===== config.mk =====
export PLATFORM = sky130hd
export DESIGN_NAME = mvm_out_drain
export DESIGN_NICKNAME = d
export VERILOG_FILES = /design/src/rtl/mvm_pkg.sv /design/src/rtl/mvm_drain_fifo.sv /design/src/rtl/mvm_out_drain.sv
export SDC_FILE = /design/constraint.sdc
export NUM_CORES = 1
export LEC_CHECK = 0
export ABC_AREA = 1
export ABC_CLOCK_PERIOD_IN_PS = 3000
export CORE_MARGIN = 2
export CORE_UTILIZATION = 60
export CTS_CLUSTER_SIZE = 8
export DETAILED_ROUTE_END_ITERATION = 8
export PLACE_DENSITY = 0.86
export SETUP_SLACK_MARGIN = 0.15
export SLEW_MARGIN = 10
export SYNTH_ARGS = -nofsm -noshare
export SYNTH_HDL_FRONTEND = slang
export SYNTH_SLANG_ARGS = --single-unit
export TNS_END_PERCENT = 1

===== constraint.sdc =====
create_clock -name clk -period 3 [get_ports clk]
set_clock_uncertainty 0.05 [all_clocks]
set_input_delay 0.9 -clock clk [delete_from_list [all_inputs] [get_ports clk]]
set_output_delay 0.9 -clock clk [all_outputs]
set_load 0.01 [all_outputs]

===== src/rtl/mvm_pkg.sv =====
// rtl/mvm_pkg.sv - shared defaults, FSM state enum and FIFO entry type for the MVM output drain
// Purpose: common definitions imported by mvm_out_drain and its FIFO.
package mvm_pkg;

  localparam int K_DEF     = 8;
  localparam int B_DEF     = 8;
  localparam int SHIFT_DEF = 4;
  localparam int DEPTH_DEF = 2 * K_DEF;

  typedef enum logic [1:0] {
    IDLE    = 2'd0,
    ALIGN   = 2'd1,
    CAPTURE = 2'd2,
    DROP    = 2'd3
  } drain_state_t;

  // One FIFO slot at the default operand width: {last, data}.
  typedef struct packed {
    logic             last;
    logic [B_DEF-1:0] data;
  } drain_entry_t;

endpackage


===== src/rtl/mvm_drain_fifo.sv =====
// rtl/mvm_drain_fifo.sv - single-clock FIFO holding requantised elements
// Purpose: buffers {last, data} entries between capture and the consumer.
// Ports:
//   clk_i, rst_ni      clock, asynchronous active-low reset
//   push_i/push_data_i write one entry (caller guarantees space)
//   pop_i              remove head entry (ignored when empty)
//   head_data_o        head entry, zero when empty
//   empty_o, count_o   occupancy
module mvm_drain_fifo #(
  parameter int W     = 9,
  parameter int DEPTH = 16,
  localparam int AW   = $clog2(DEPTH)
) (
  input  logic          clk_i,
  input  logic          rst_ni,
  input  logic          push_i,
  input  logic [W-1:0]  push_data_i,
  input  logic          pop_i,
  output logic [W-1:0]  head_data_o,
  output logic          empty_o,
  output logic [AW:0]   count_o
);

  logic [W-1:0]  mem_q [DEPTH];
  logic [AW-1:0] wr_ptr_q, rd_ptr_q;
  logic [AW:0]   count_q, count_d;
  logic          do_pop;

  assign empty_o     = (count_q == '0);
  assign do_pop      = pop_i && !empty_o;
  assign count_o     = count_q;
  assign head_data_o = empty_o ? '0 : mem_q[rd_ptr_q];

  always_comb begin
    count_d = count_q;
    case ({push_i, do_pop})
      2'b10:   count_d = count_q + 1'b1;
      2'b01:   count_d = count_q - 1'b1;
      default: count_d = count_q;
    endcase
  end

  // Storage is not reset; head_data_o is masked while empty instead.
  always_ff @(posedge clk_i) begin
    if (push_i) mem_q[wr_ptr_q] <= push_data_i;
  end

  // Pointers are exactly AW bits wide, so they wrap modulo DEPTH naturally.
  always_ff @(posedge clk_i or negedge rst_ni) begin
    if (!rst_ni) begin
      wr_ptr_q <= '0;
      rd_ptr_q <= '0;
      count_q  <= '0;
    end else begin
      if (push_i) wr_ptr_q <= wr_ptr_q + 1'b1;
      if (do_pop) rd_ptr_q <= rd_ptr_q + 1'b1;
      count_q <= count_d;
    end
  end

endmodule


===== src/rtl/mvm_out_drain.sv =====
// rtl/mvm_out_drain.sv - captures an MVM result vector, requantises it and queues it for a consumer
// Purpose: on a done rise, capture K results, round/shift/ReLU/saturate to B bits, buffer in a FIFO.
// Ports:
//   clk, reset              clock, asynchronous active-low reset
//   mvm_done, mvm_data      done level and 2*B-bit signed result stream
//   relu_en                 clamp negatives to zero, sampled per element
//   out_valid/out_ready     output handshake; out_data, out_last are the FIFO head
//   busy, sat_flag          not-IDLE status, sticky saturation flag
//   drop_cnt                saturating count of vectors dropped for lack of space
module mvm_out_drain
  import mvm_pkg::*;
#(
  parameter int K     = K_DEF,
  parameter int B     = B_DEF,
  parameter int SHIFT = SHIFT_DEF,
  parameter int DEPTH = 2 * K
) (
  input  logic           clk,
  input  logic           reset,
  input  logic           mvm_done,
  input  logic [2*B-1:0] mvm_data,
  input  logic           relu_en,
  output logic           out_valid,
  input  logic           out_ready,
  output logic [B-1:0]   out_data,
  output logic           out_last,
  output logic           busy,
  output logic           sat_flag,
  output logic [7:0]     drop_cnt
);

  localparam int AW = $clog2(DEPTH);
  localparam int IW = $clog2(K + 1);
  // Largest occupancy that still leaves room for a full vector.
  localparam logic [AW:0]      ADMIT_MAX = (AW+1)'(DEPTH - K);
  localparam logic signed [2*B:0] RND  = {{(2*B){1'b0}}, 1'b1} << (SHIFT - 1);
  localparam logic signed [2*B:0] MAXV = {{(B+2){1'b0}}, {(B-1){1'b1}}};
  localparam logic signed [2*B:0] MINV = {{(B+2){1'b1}}, {(B-1){1'b0}}};

  drain_state_t   state_q, state_d;
  logic [IW-1:0]  idx_q, idx_d;
  logic           done_q;
  logic           sat_q;
  logic [7:0]     drop_q;
  logic           done_rise, push, drop_inc;
  logic [AW:0]    fifo_count;
  logic           fifo_empty;
  logic [B:0]     head;

  logic signed [2*B:0] sum, r_full, r_relu;
  logic [B-1:0]        q_data;
  logic                clamp;

  assign done_rise = mvm_done && !done_q;

  // Requantiser: sign-extend one bit so rounding cannot overflow.
  always_comb begin
    sum    = $signed({mvm_data[2*B-1], mvm_data}) + RND;
    r_full = sum >>> SHIFT;
    r_relu = (relu_en && (r_full < 0)) ? '0 : r_full;
    clamp  = 1'b0;
    q_data = r_relu[B-1:0];
    if (r_relu > MAXV) begin
      q_data = MAXV[B-1:0];
      clamp  = 1'b1;
    end else if (r_relu < MINV) begin
      q_data = MINV[B-1:0];
      clamp  = 1'b1;
    end
  end

  always_comb begin
    state_d  = state_q;
    idx_d    = idx_q;
    push     = 1'b0;
    drop_inc = 1'b0;
    case (state_q)
      IDLE: begin
        idx_d = '0;
        if (done_rise) state_d = (fifo_count <= ADMIT_MAX) ? ALIGN : DROP;
      end
      ALIGN: begin
        idx_d   = '0;
        state_d = CAPTURE;
      end
      CAPTURE: begin
        push = 1'b1;
        if (idx_q == IW'(K - 1)) begin
          idx_d   = '0;
          state_d = IDLE;
        end else begin
          idx_d = idx_q + 1'b1;
        end
      end
      DROP: begin
        // idx runs 0..K, giving K+1 cycles in this state.
        if (idx_q == IW'(K)) begin
          idx_d    = '0;
          drop_inc = 1'b1;
          state_d  = IDLE;
        end else begin
          idx_d = idx_q + 1'b1;
        end
      end
      default: begin
        idx_d   = '0;
        state_d = IDLE;
      end
    endcase
  end

  always_ff @(posedge clk or negedge reset) begin
    if (!reset) begin
      state_q <= IDLE;
      idx_q   <= '0;
      done_q  <= 1'b0;
      sat_q   <= 1'b0;
      drop_q  <= '0;
    end else begin
      state_q <= state_d;
      idx_q   <= idx_d;
      done_q  <= mvm_done;
      if (push && clamp) sat_q <= 1'b1;
      if (drop_inc && (drop_q != 8'hFF)) drop_q <= drop_q + 1'b1;
    end
  end

  mvm_drain_fifo #(
    .W     (B + 1),
    .DEPTH (DEPTH)
  ) u_fifo (
    .clk_i       (clk),
    .rst_ni      (reset),
    .push_i      (push),
    .push_data_i ({(idx_q == IW'(K - 1)), q_data}),
    .pop_i       (out_ready),
    .head_data_o (head),
    .empty_o     (fifo_empty),
    .count_o     (fifo_count)
  );

  assign out_valid = !fifo_empty;
  assign out_last  = head[B];
  assign out_data  = head[B-1:0];
  assign busy      = (state_q != IDLE);
  assign sat_flag  = sat_q;
  assign drop_cnt  = drop_q;

endmodule


==> results of run 1 <==
[per-stage QoR]
step           utilization  TNS [ns]  area [um2]
2_1_floorplan            -         0        7540
3_3_place_gp         0.692   -0.0229        8410
3_5_place_dp         0.692     -6.85        8410
4_1_cts              0.760         0        9250
5_1_grt              0.771    -0.625        9380
6_report             0.771    -0.225        9380
[cell usage after synthesis, drive strengths merged]
cell / number / area (um2)
ha: 13 / 163
fa: 1 / 20.0
edfxtp: 144 / 4320
nor3b: 1 / 12.5
clkbuf: 24 / 91.3
clkinv: 3 / 11.3
nor3: 3 / 31.3
a211oi: 1 / 7.51
o221ai: 26 / 228
nand3: 30 / 173
o22ai: 10 / 62.6
xnor2: 8 / 77.6
nor4: 2 / 12.5
o21ai: 84 / 420
dfrtp: 29 / 726
xor2: 15 / 131
inv: 31 / 116
buf: 3 / 13.8
a21oi: 14 / 70.1
nand4: 7 / 50.1
nand2: 62 / 260
o31ai: 1 / 7.51
nor2: 122 / 483
nand3b: 5 / 37.5
mux2: 1 / 11.3
[state kept, by name, indices dropped and copies added, names as in the netlist]
| signal | count |
|---|---|
| u_fifo.mem_q | 144 |
| state_q | 2 |
| u_fifo.rd_ptr_q | 4 |
| idx_q | 4 |
| sat_flag | 1 |
| u_fifo.wr_ptr_q | 4 |
| u_fifo.count_o | 5 |
| drop_cnt | 8 |
| done_q | 1 |
[repair_timing]
action,4_1_cts,5_1_grt
endpoints found under the setup margin,10,12
cloned,3,1
gates resized for setup,77,25
endpoints found under the hold margin,0,0
setup buffers,6,3
pin swaps,20,16
[cell usage in the layout (no fill, tap or decap), drive strengths merged, types with 10 or more instances in the layout]
cell	count
o221ai	26
nand3	30
edfxtp	144
inv	32
nand2	62
ha	13
buf	56
xor2	15
o21ai	84
clkdlybuf4s50	28
nor2	122
dfrtp	29
a21oi	14
clkbuf	18
clkinv	12
o22ai	10
[routing by layer]
metal  up-vias  part of all wire  track usage  routed length (um)
li1       2453                 -            -                   -
met1      2662              0.37        0.343                6780
met2       323              0.52        0.479                9400
met3        49             0.084       0.0752                1530
met4         0             0.026        0.120                 466
met5         -                 0            0                   0
[cells by family after synthesis]
| logic type | count (synthesis) | synth area share |
|---|---|---|
| XOR/XNOR | 23 | 0.0277 |
| buffers and inverters | 61 | 0.0309 |
| adder cells (fa/ha/maj) | 14 | 0.0242 |
| multiplexers | 1 | 0.00149 |
| AO/OA/AOI/OAI | 136 | 0.106 |
| flip-flops | 173 | 0.670 |
| AND/OR/NAND/NOR | 232 | 0.141 |
[worst max-delay path: cells and delay by family (launching register included)]
family	cells	cell delay, ns
compound gates	4	0.64
simple gates	2	0.18
flops	1	0.46
buf+inv	3	0.45
[layout make-up]
class | count | area (um2) | share of cell area
clock buffers | 17 | 425 | 0.0454
flip-flops and latches | 173 | 5050 | 0.539
inverters | 34 | 134 | 0.0143
repair buffers | 86 | 988 | 0.105
clock inverters | 15 | 194 | 0.0207
multi-input cells | 406 | 2370 | 0.253
well taps | 168 | 210 | 0.0224
[worst max path at each step]
stage	to
after floorplan	u_fifo.mem_q[0][3]
after global placement	out_data[5]
after detailed placement	u_fifo.mem_q[4][2]
after CTS	out_data[1]
after global routing	out_data[0]
final	out_data[0]
[where the power goes]
part / internal [uW] / switching (uW) / total, uW
Sequential: 3030 / 219 / 3250
Combinational: 1460 / 2220 / 3690
Clock: 1390 / 899 / 2290
==> key figures, run 1 <==
Synthesis
  • Sequential fraction of the synthesis area: 0.670
  • Mapped Area: 7540 um2
  • Number of warnings issued by yosys: 0
  • Post-Syn Nets: 675
  • Number of cells produced by synthesis: between 600 and 700
  • Avg Cell Area, Syn: 11.8 um2
  • Number of unique standard cell types used by synthesis: 38
  • Number of synthesized register bits: between 150 and 200

Floorplanning
  • Initial Utilization: 0.620
  • Die Span Y: 116 um
  • Area of the die: ~13000 um2
  • # IOs: a little over 40
  • Std-Cell Rows: 40
  • Die Width: between 100 and 150 um
  • Core Footprint: roughly 12000 um2

Final layout
  • Area Growth Syn to Fin: 24.4%
  • N_diodes: 0
  • Layout Nets: 753
  • Share of cells above drive strength 1: 0.192
  • Fill cell total of the finished layout: around 710
  • Layout Cells excl Fill: roughly 900

Power and ir drop
  • Worst IR Drop VDD: 0.688 mV
  • Leakage power summed over all cells: 0.00347 uW
  • Pwr Density: between 900 and 1000 nW/um2
  • Final total power: between 9000 and 10000 uW

Worst setup path
  • Worst-case reg-to-reg path depth: 14
  • Crit end category: primary output
  • Endpoint of the lowest-slack register-to-register path: u_fifo.count_o[3]
  • Critical path's most frequent cell: sky130_fd_sc_hd__nor2_1
  • CP max-delay cell: sky130_fd_sc_hd__dfrtp_2
  • Worst path arrival time: between 2 and 2.5 ns
  • Crit path largest cell delay: approximately 0.46 ns
  • Worst Setup SP: u_fifo.rd_ptr_q[0]
  • CP Class: reg2out
  • CP startpoint kind: flop
  • Worst reg-to-reg setup slack: between 0.5 and 0.6 ns
  • Source of the worst register-to-register timing path: u_fifo.count_o[1]
  • Worst endpoint required time: 2.05 ns
  • Largest driver fanout on the critical path: 6
  • Cell Chain, Critical Path: buf_6, buf_8, o21ai_0, o22ai_2, nor2_1, nor2_1, o21ai_2, a21oi_1, buf_2

Place
  • Number of placed cells counting well taps: about 850
  • Sum of net half-perimeters after detailed placement: 10.5 mm
  • Port-buffer cells: 37
  • Post-Place Worst Slack: -0.0862 ns
  • Placer's final routability congestion estimate: around 0.80

STA
  • Final critical-path share of the clock period: 1.03
  • Least setup slack across all paths after layout: -0.101 ns
  • Headroom to the max-slew limit: 0.312
  • Count of pins over their slew limit: 0
  • Finish-stage setup viols: 5
  • Unrepaired setup endpoints after global routing: yes
  • Post-layout minimum cycle time: between 3 and 4 ns
  • Worst hold margin: 0.414 ns
  • Transition time at the pin with the least slew margin: ~1.0 ns
  • Max Freq: approximately 320 MHz
  • Final Hold Violating Endpoints: 0

Worst hold path
  • Type of the worst min-delay path: reg2reg
  • Hold-critical path depth: 1
  • End point of the worst hold path: state_q[0]
  • Hold Crit Start: done_q

Run
  • # Max-Cap Violations: 0

GRT
  • Gr ovfl total: 0
  • Number of global-route vias before repair: ~5600
  • Maximum number of pins on one net before global-route repair: 31
  • First-pass GRT wire length: 27.9 mm
  • Initial antenna violation count: 0
  • Global routing usage summed across all routing layers: 0.281

Clocking
  • Maximum buffer depth of the clock tree: 2
  • Clock tree root driver cell: sky130_fd_sc_hd__clkbuf_16
  • H-tree depth reported by CTS: 4
  • Clock latency on the worst-skew pair: ~0.42 ns
  • CTS hold repair buffers: 0
  • TritonCTS clock tree: yes
  • Clock transition at the registers of the reported paths: roughly 0.060 ns
  • Number of clock sinks: between 150 and 200
  • Number of buffers inserted during clock tree synthesis: 17

Detailed routing
  • Vias after detailed routing: around 5500
  • Number of DRC markers in iteration 0: roughly 730
  • DRC: 0
  • Post-route ant nets: 0
  • Pre-Repair DR Iteration Count: 6
  • Vias per Instance: just over 6
  • Routed len/inst: roughly 20 um
  • Wire length reported by the detailed router: between 15 and 20 mm

Outcome
  • Status: finished, violations left
  • Failing checks: setup timing
No activity file was read; power rests on OpenSTA's default activity.
==> run 2, diff against run 1 <==
Settings changed: SKIP_CTS_REPAIR_TIMING set to 1.
==> run 2 against run 1 <==
The flow still finishes with violations (setup timing). Global-route usage decreased by 1.6 points. Critical endpoint is now out_data[1]. Non-clock buffer count decreased by 7. Sequential power about the same.
==> key figures, run 2 (same netlist as run 1, synthesis figures left out) <==
Clocking
  • Maximum buffer depth of the clock tree: 2 (unchanged)
  • H-tree depth reported by CTS: 4 (unchanged)
  • Number of buffers inserted during clock tree synthesis: 17 (unchanged)
  • Clock tree root driver cell: sky130_fd_sc_hd__clkbuf_16
  • Clock latency on the worst-skew pair: 0.43 ns (about the same)
  • TritonCTS clock tree: yes
  • Clock transition at the registers of the reported paths: 0.07 ns (about the same)
  • Number of clock sinks: 173 (unchanged)

Final layout
  • Most common cell after layout, fill and taps aside: sky130_fd_sc_hd__edfxtp_1
  • Number of flip-flops in the largest register: 144 (unchanged)
  • Area Growth Syn to Fin: 21.8%
  • N_diodes: 0 (unchanged)
  • Top register by number of flip-flops: u_fifo.mem_q
  • Finished Cell Area: 9180 um2 (-2.1%)
  • Share of cells above drive strength 1: 0.167 (-0.0246)
  • Top library cells by usage in the layout, fill and taps aside: 144 x sky130_fd_sc_hd__edfxtp_1, 114 x sky130_fd_sc_hd__nor2_1, 74 x sky130_fd_sc_hd__o21ai_0, 55 x sky130_fd_sc_hd__nand2_1, 29 x sky130_fd_sc_hd__inv_1
  • Layout Nets: 747 (-0.80%)
  • Layout Cells excl Fill: 893 (-0.67%)
  • Fill cell total of the finished layout: 736 (+3.1%)

STA
  • Count of pins over their slew limit: 0 (unchanged)
  • Least setup slack across all paths after layout: -0.0376 ns (+0.0636 ns)
  • Headroom to the max-slew limit: 0.340 (+0.0273)
  • Final critical-path share of the clock period: 1.01 (-0.0212)
  • Max Freq: 329 MHz (+2.1%)
  • Unrepaired setup endpoints after global routing: yes
  • Final Hold Violating Endpoints: 0 (unchanged)
  • Transition time at the pin with the least slew margin: 0.987 ns (-0.0408 ns)
  • Post-layout minimum cycle time: 3.04 ns (-0.0636 ns)
  • Finish-stage setup viols: 3 (-2)

Detailed routing
  • Pre-Repair DR Iteration Count: 7 (+1)
  • DRC: 0 (unchanged)
  • Post-route ant nets: 0 (unchanged)
  • Routed len/inst: 19.2 um (-5.3%)
  • Wire length reported by the detailed router: 17.1 mm (-5.9%)
  • Number of DRC markers in iteration 0: 785 (+7.1%)
  • Vias per Instance: 5.99 (-1.8%)
  • Vias after detailed routing: 5352 (-2.5%)

GRT
  • Global routing usage summed across all routing layers: 0.266 (-0.0156)
  • Initial antenna violation count: 0 (unchanged)
  • Met2 usage: 0.458 (-0.0207)
  • First-pass GRT wire length: 26.4 mm (-5.3%)
  • Gr ovfl total: 0 (unchanged)
  • Maximum number of pins on one net before global-route repair: 33 (+6.5%)
  • Most Crowded Layer GR: met2
  • Met1 demand-to-capacity share in global routing: 0.325 (-0.0184)
  • Number of global-route vias before repair: 5366 (-3.5%)
  • Routing usage on met3: 0.0680 (-0.00727)

Floorplanning
  • Die Width: 116 um (unchanged)
  • Initial Utilization: 0.620 (unchanged)
  • Area of the die: 13500 um2 (unchanged)
  • Die Span Y: 116 um (unchanged)
  • Std-Cell Rows: 40 (unchanged)
  • # IOs: 41 (unchanged)
  • Core Footprint: 12200 um2 (unchanged)

Outcome
  • Status: finished, violations left
  • Failing checks: setup timing

Place
  • Port-buffer cells: 37 (unchanged)
  • Number of placed cells counting well taps: 854 (unchanged)
  • Sum of net half-perimeters after detailed placement: 10.5 mm (unchanged)
  • Post-Place Worst Slack: -0.0862 ns (unchanged)
  • Placer's final routability congestion estimate: 0.800 (unchanged)
  • Standard cell area after detailed placement: 8410 um2 (unchanged)

Worst setup path
  • CP startpoint kind: flop
  • Largest driver fanout on the critical path: 30 (+24)
  • Cell Chain, Critical Path: inv_8, buf_12, nor2_1, o221ai_1, nand3_1, a21oi_2, buf_2
  • CP Class: reg2out
  • Worst endpoint required time: 2.05 ns (about the same)
  • Worst path arrival time: 2.09 ns (-0.06 ns)
  • Crit end category: primary output
  • CP max-delay cell: sky130_fd_sc_hd__dfrtp_2
  • Crit path largest cell delay: 0.51 ns (+0.05 ns)

Power and ir drop
  • Pwr Density: 962 nW/um2 (-2.3%)
  • Leakage power summed over all cells: 0.00338 uW (-2.5%)
  • Worst IR Drop VDD: 0.676 mV (-1.7%)
  • Final total power: 8830 uW (-4.3%)

Worst hold path
  • Type of the worst min-delay path: reg2reg

Run
  • # Max-Cap Violations: 0 (unchanged)
run 2: cell types whose count changed in the layout (fill, tap and decap cells not counted), sizes merged:
cell and delta:
clkbuf +2, buf -8, bufbuf -1, inv +2, clkdlybuf4s50 -1, clkinv -1
dlymetal6s2s +1
run 2: report_power, final:
part / switching, uW / total [uW] / internal [uW]
Sequential: 230 / 3260 / 3030
Combinational: 2060 / 3280 / 1220
Clock: 901 / 2290 / 1390
Total: 3190 / 8830 / 5640
run 2: worst max-delay path: cells and delay by family, from the launching register on:
family	cells	cell delay, ns
buf+inv	3	0.48
flops	1	0.51
simple gates	2	0.22
compound gates	2	0.44
run 2: routing by layer:
| layer | up-vias | wire [um] |
|---|---|---|
| li1 | 2443 | - |
| met1 | 2573 | 6370 |
| met2 | 281 | 8810 |
| met3 | 55 | 1410 |
| met4 | 0 | 513 |
| met5 | - | 0 |
run 2: final cells by class:
type / count / area [um2] / share of cell area
clock buffers: 17 / 425 / 0.0463
flip-flops and latches: 173 / 5050 / 0.550
clock inverters: 15 / 194 / 0.0211
inverters: 34 / 135 / 0.0147
repair inverters: 1 / 6.26 / 0.000681
multi-input cells: 406 / 2330 / 0.253
well taps: 168 / 210 / 0.0229
repair buffers: 79 / 835 / 0.0909
run 2: final timing paths:
| path | start | end | slack [ns] | cells past startpoint |
|---|---|---|---|---|
| max | u_fifo.rd_ptr_q[0] | out_data[1] | -0.04 | 7 |
| min | done_q | state_q[0] | 0.41 | 1 |
| max reg2reg | u_fifo.count_o[1] | u_fifo.count_o[3] | 0.51 | 14 |
| min reg2reg | done_q | state_q[0] | 0.41 | 1 |
| max in group asynchronous | reset | u_fifo.rd_ptr_q[1] | 1.79 | 2 |
| min in group asynchronous | reset | u_fifo.count_o[4] | 0.82 | 2 |
run 2: metrics by stage:
step                      setup TNS, ns  hold slack, ns  utilization
after global routing             -0.636           0.456        0.755
after floorplan                       0           0.384            -
after global placement          -0.0229           0.394        0.692
final                           -0.0876           0.414        0.755
after CTS                         -4.45           0.414        0.743
after detailed placement          -6.85           0.406        0.692
==> run 3, diff against run 2 <==
Settings changed: ABC_AREA 1 to 0, SYNTH_HIERARCHICAL set to 1.
==> run 3 against run 2 <==
The run still ends with setup timing left. Final cell count fell by 17%. Clock-buffer cell count rose by 3. Cell area rose by 1.8%. Global-route usage fell by 0.23 points. Power rose by 1.2%. Critical path type unchanged. Largest cell class unchanged.
==> key figures, run 3 <==
Synthesis
  • Number of cells produced by synthesis: 456 (-29%)
  • Portion of synthesized cell area occupied by the leading cell type: 0.575 (+0.00162)
  • Synth Flop Type: sky130_fd_sc_hd__edfxtp_1
  • Number of unique standard cell types used by synthesis: 55 (+45%)
  • Number of synthesized register bits: 173 (unchanged)
  • Share of synthesized registers carrying an async set or reset: 0.168 (unchanged)
  • Avg Cell Area, Syn: 16.5 um2 (+40%)
  • Biggest area contributors in the synthesized netlist: sky130_fd_sc_hd__edfxtp_1 58%, sky130_fd_sc_hd__mux4_2 11%, sky130_fd_sc_hd__dfrtp_1 9.7%
  • Most frequent cells after synthesis: 144 x sky130_fd_sc_hd__edfxtp_1, 36 x sky130_fd_sc_hd__mux4_2, 29 x sky130_fd_sc_hd__dfrtp_1, 20 x sky130_fd_sc_hd__and2_1
  • EDFF count, synth: 144 (unchanged)
  • Cell with the most instances after synthesis: sky130_fd_sc_hd__edfxtp_1
  • Post-Syn Nets: 490 (-27%)
  • Sequential fraction of the synthesis area: 0.672 (+0.00189)
  • Mapped Area: 7520 um2 (-0.28%)
  • Number of warnings issued by yosys: 6 (+6)
  • Area leader, netlist: sky130_fd_sc_hd__edfxtp_1

Floorplanning
  • Area of the die: 13400 um2 (-0.28%)
  • Die Width: 116 um (-0.14%)
  • Core Footprint: 12100 um2 (-0.41%)
  • Std-Cell Rows: 40 (unchanged)
  • Initial Utilization: 0.621 (+0.000806)
  • # IOs: 41 (unchanged)
  • Die Span Y: 116 um (-0.14%)

Detailed routing
  • Pre-Repair DR Iteration Count: 6 (-1)
  • DRC: 0 (unchanged)
  • Routed len/inst: 23.4 um (+22%)
  • Vias per Instance: 6.08 (+1.5%)
  • Vias after detailed routing: 4531 (-15%)
  • Number of DRC markers in iteration 0: 472 (-40%)
  • Post-route ant nets: 0 (unchanged)
  • Wire length reported by the detailed router: 17.4 mm (+1.7%)

STA
  • Headroom to the max-slew limit: 0.481 (+0.142)
  • Final Hold Violating Endpoints: 0 (unchanged)
  • Transition time at the pin with the least slew margin: 0.778 ns (-0.209 ns)
  • Final critical-path share of the clock period: 1.09 (+0.0812)
  • Count of pins over their slew limit: 0 (unchanged)
  • Max Freq: 305 MHz (-7.4%)
  • Least setup slack across all paths after layout: -0.281 ns (-0.244 ns)
  • Post-layout minimum cycle time: 3.28 ns (+0.244 ns)
  • Finish-stage setup viols: 10 (+7)
  • Unrepaired setup endpoints after global routing: yes

Final layout
  • Share of cells above drive strength 1: 0.321 (+0.154)
  • Layout Cells excl Fill: 745 (-17%)
  • N_diodes: 0 (unchanged)
  • Top library cells by usage in the layout, fill and taps aside: 144 x sky130_fd_sc_hd__edfxtp_1, 56 x sky130_fd_sc_hd__buf_4, 36 x sky130_fd_sc_hd__mux4_2, 28 x sky130_fd_sc_hd__dfrtp_1, 21 x sky130_fd_sc_hd__clkdlybuf4s50_1
  • Layout Nets: 600 (-20%)
  • Top register by number of flip-flops: u_fifo/mem_q
  • Number of flip-flops in the largest register: 144 (unchanged)
  • Most common cell after layout, fill and taps aside: sky130_fd_sc_hd__edfxtp_1
  • Area Growth Syn to Fin: 24.3%

Run
  • # Max-Cap Violations: 0 (unchanged)

Worst setup path
  • Cell Chain, Critical Path: buf_12, buf_8, mux4_2, mux2_4, o21ai_2, a21oi_2, buf_2
  • CP Class: reg2out
  • Crit end category: primary output
  • Worst-case reg-to-reg path depth: 10 (-4)
  • Largest driver fanout on the critical path: 8 (-73%)
  • Worst endpoint required time: 2.05 ns (about the same)
  • Critical path's top delay family: multiplexers
  • Source of the worst register-to-register timing path: u_fifo/count_o[1]
  • Crit path largest cell delay: 0.53 ns (+0.02 ns)
  • Endpoint of the lowest-slack register-to-register path: u_fifo/count_o[4]
  • CP max-delay cell: sky130_fd_sc_hd__mux4_2
  • CP startpoint kind: flop
  • Critical path buffers and inverters: 3 (unchanged)
  • Worst path arrival time: 2.33 ns (+0.24 ns)
  • Worst reg-to-reg setup slack: 0.23 ns (-0.28 ns)

Clocking
  • Number of clock sinks: 173 (unchanged)
  • Maximum buffer depth of the clock tree: 2 (unchanged)
  • TritonCTS clock tree: yes
  • Clock tree root driver cell: sky130_fd_sc_hd__clkbuf_16
  • Number of buffers inserted during clock tree synthesis: 17 (unchanged)
  • H-tree depth reported by CTS: 4 (unchanged)
  • Clock latency on the worst-skew pair: 0.43 ns (about the same)
  • Clock transition at the registers of the reported paths: 0.06 ns (about the same)

Place
  • Number of placed cells counting well taps: 701 (-18%)
  • Port-buffer cells: 37 (unchanged)
  • Placer's final routability congestion estimate: 0.919 (+15%)
  • Post-Place Worst Slack: -0.509 ns (-0.423 ns)
  • Sum of net half-perimeters after detailed placement: 10.6 mm (+0.81%)

Power and ir drop
  • Worst IR Drop VDD: 0.615 mV (-9.0%)
  • Pwr Density: 957 nW/um2 (-0.53%)
  • Leakage power summed over all cells: 0.00345 uW (+2.1%)

GRT
  • Gr ovfl total: 0 (unchanged)
  • Number of global-route vias before repair: 4566 (-15%)
  • First-pass GRT wire length: 25.0 mm (-5.6%)
  • Initial antenna violation count: 0 (unchanged)
  • Global routing usage summed across all routing layers: 0.264 (-0.00231)
  • Maximum number of pins on one net before global-route repair: 30 (-9.1%)

Outcome
  • Failing checks: setup timing
  • Status: finished, violations left

Worst hold path
  • Hold-critical path depth: 1 (unchanged)
  • Type of the worst min-delay path: reg2reg
  • Hold Crit Start: drop_cnt[5]
  • End point of the worst hold path: drop_cnt[5]
run 3: cell count changes in the layout (fill, tap and decap cells not counted), moves of 9 or more:
cell                       previous run  this run
sky130_fd_sc_hd__mux2i_1              0         9
sky130_fd_sc_hd__nand3_1             27        11
sky130_fd_sc_hd__o221ai_1            23         0
sky130_fd_sc_hd__and2_1               0        20
sky130_fd_sc_hd__inv_1               29        12
sky130_fd_sc_hd__nand2_1             55        18
sky130_fd_sc_hd__nor2_1             114        18
sky130_fd_sc_hd__mux4_2               0        36
sky130_fd_sc_hd__o21ai_0             74         6
sky130_fd_sc_hd__buf_4               23        56
run 3: metrics by stage:
stage | hold slack [ns] | area, um2 | setup TNS [ns] | utilization | power (uW)
after floorplan | 0.405 | 7520 | -0.382 | - | 5240
after global placement | 0.425 | 8500 | -40.09 | 0.702 | 6330
after detailed placement | 0.431 | 8500 | -55.65 | 0.702 | 6510
after CTS | 0.446 | 9060 | -9.45 | 0.748 | 8660
after global routing | 0.467 | 9350 | -2.93 | 0.772 | 9300
final | 0.457 | 9350 | -1.99 | 0.772 | 8940
run 3: how the worst max path moves through the flow:
stage | from | to | slack, ns | cells past startpoint
final | u_fifo/rd_ptr_q[1] | out_data[1] | -0.28 | 7
after global routing | u_fifo/rd_ptr_q[1] | out_data[1] | -0.32 | 7
after CTS | u_fifo/rd_ptr_q[1] | out_last | -0.61 | 6
after detailed placement | mvm_data[3] | u_fifo/mem_q[14][4] | -0.51 | 8
after global placement | mvm_data[3] | u_fifo/mem_q[12][3] | -0.37 | 8
after floorplan | mvm_data[3] | u_fifo/mem_q[0][6] | -0.006 | 6
run 3: worst register-to-register path: stages (launching register included):
cell,delay [ns]
sky130_fd_sc_hd__dfrtp_1,0.37
sky130_fd_sc_hd__or2_1,0.25
sky130_fd_sc_hd__or4_4,0.57
sky130_fd_sc_hd__and2_4,0.21
sky130_fd_sc_hd__ha_4,0.18
sky130_fd_sc_hd__xor2_1,0.17
sky130_fd_sc_hd__ha_2,0.19
sky130_fd_sc_hd__o211ai_1,0.23
sky130_fd_sc_hd__nor4_1,0.08
sky130_fd_sc_hd__a311oi_1,0.22
sky130_fd_sc_hd__o211ai_1,0.12
run 3: cell type report:
type	instances	area, um2
well taps	168	210
clock inverters	10	124
multi-input cells	255	2510
repair buffers	107	968
flip-flops and latches	173	5050
clock buffers	20	437
inverters	12	45.0
fillers	714	2760
run 3: cells by family (layout without fill, tap and decap cells):
kind of cell,count (synthesis),in the layout,synth area share
DFF,173,173,0.672
AOI/OAI and AO/OA,57,57,0.0469
adders and majority gates,13,13,0.0216
muxes,57,57,0.138
and+or+nand+nor,103,103,0.0767
buffers and inverters,28,149,0.0158
xor gates and xnor gates,25,25,0.0291
run 3: routing by layer:
metal	track usage	vias to the layer above	routed length [um]
met5	0	-	0
met4	0.101	0	478
met3	0.0612	37	1090
met2	0.456	175	9370
met1	0.326	2306	6460
li1	-	2013	-
run 3: report_power, final:
part	leakage [uW]	total [uW]	internal, uW	switching (uW)
combinational	0.00152	3450	1740	1710
clock	0.000272	2130	1280	847
sequential	0.00166	3360	3080	278
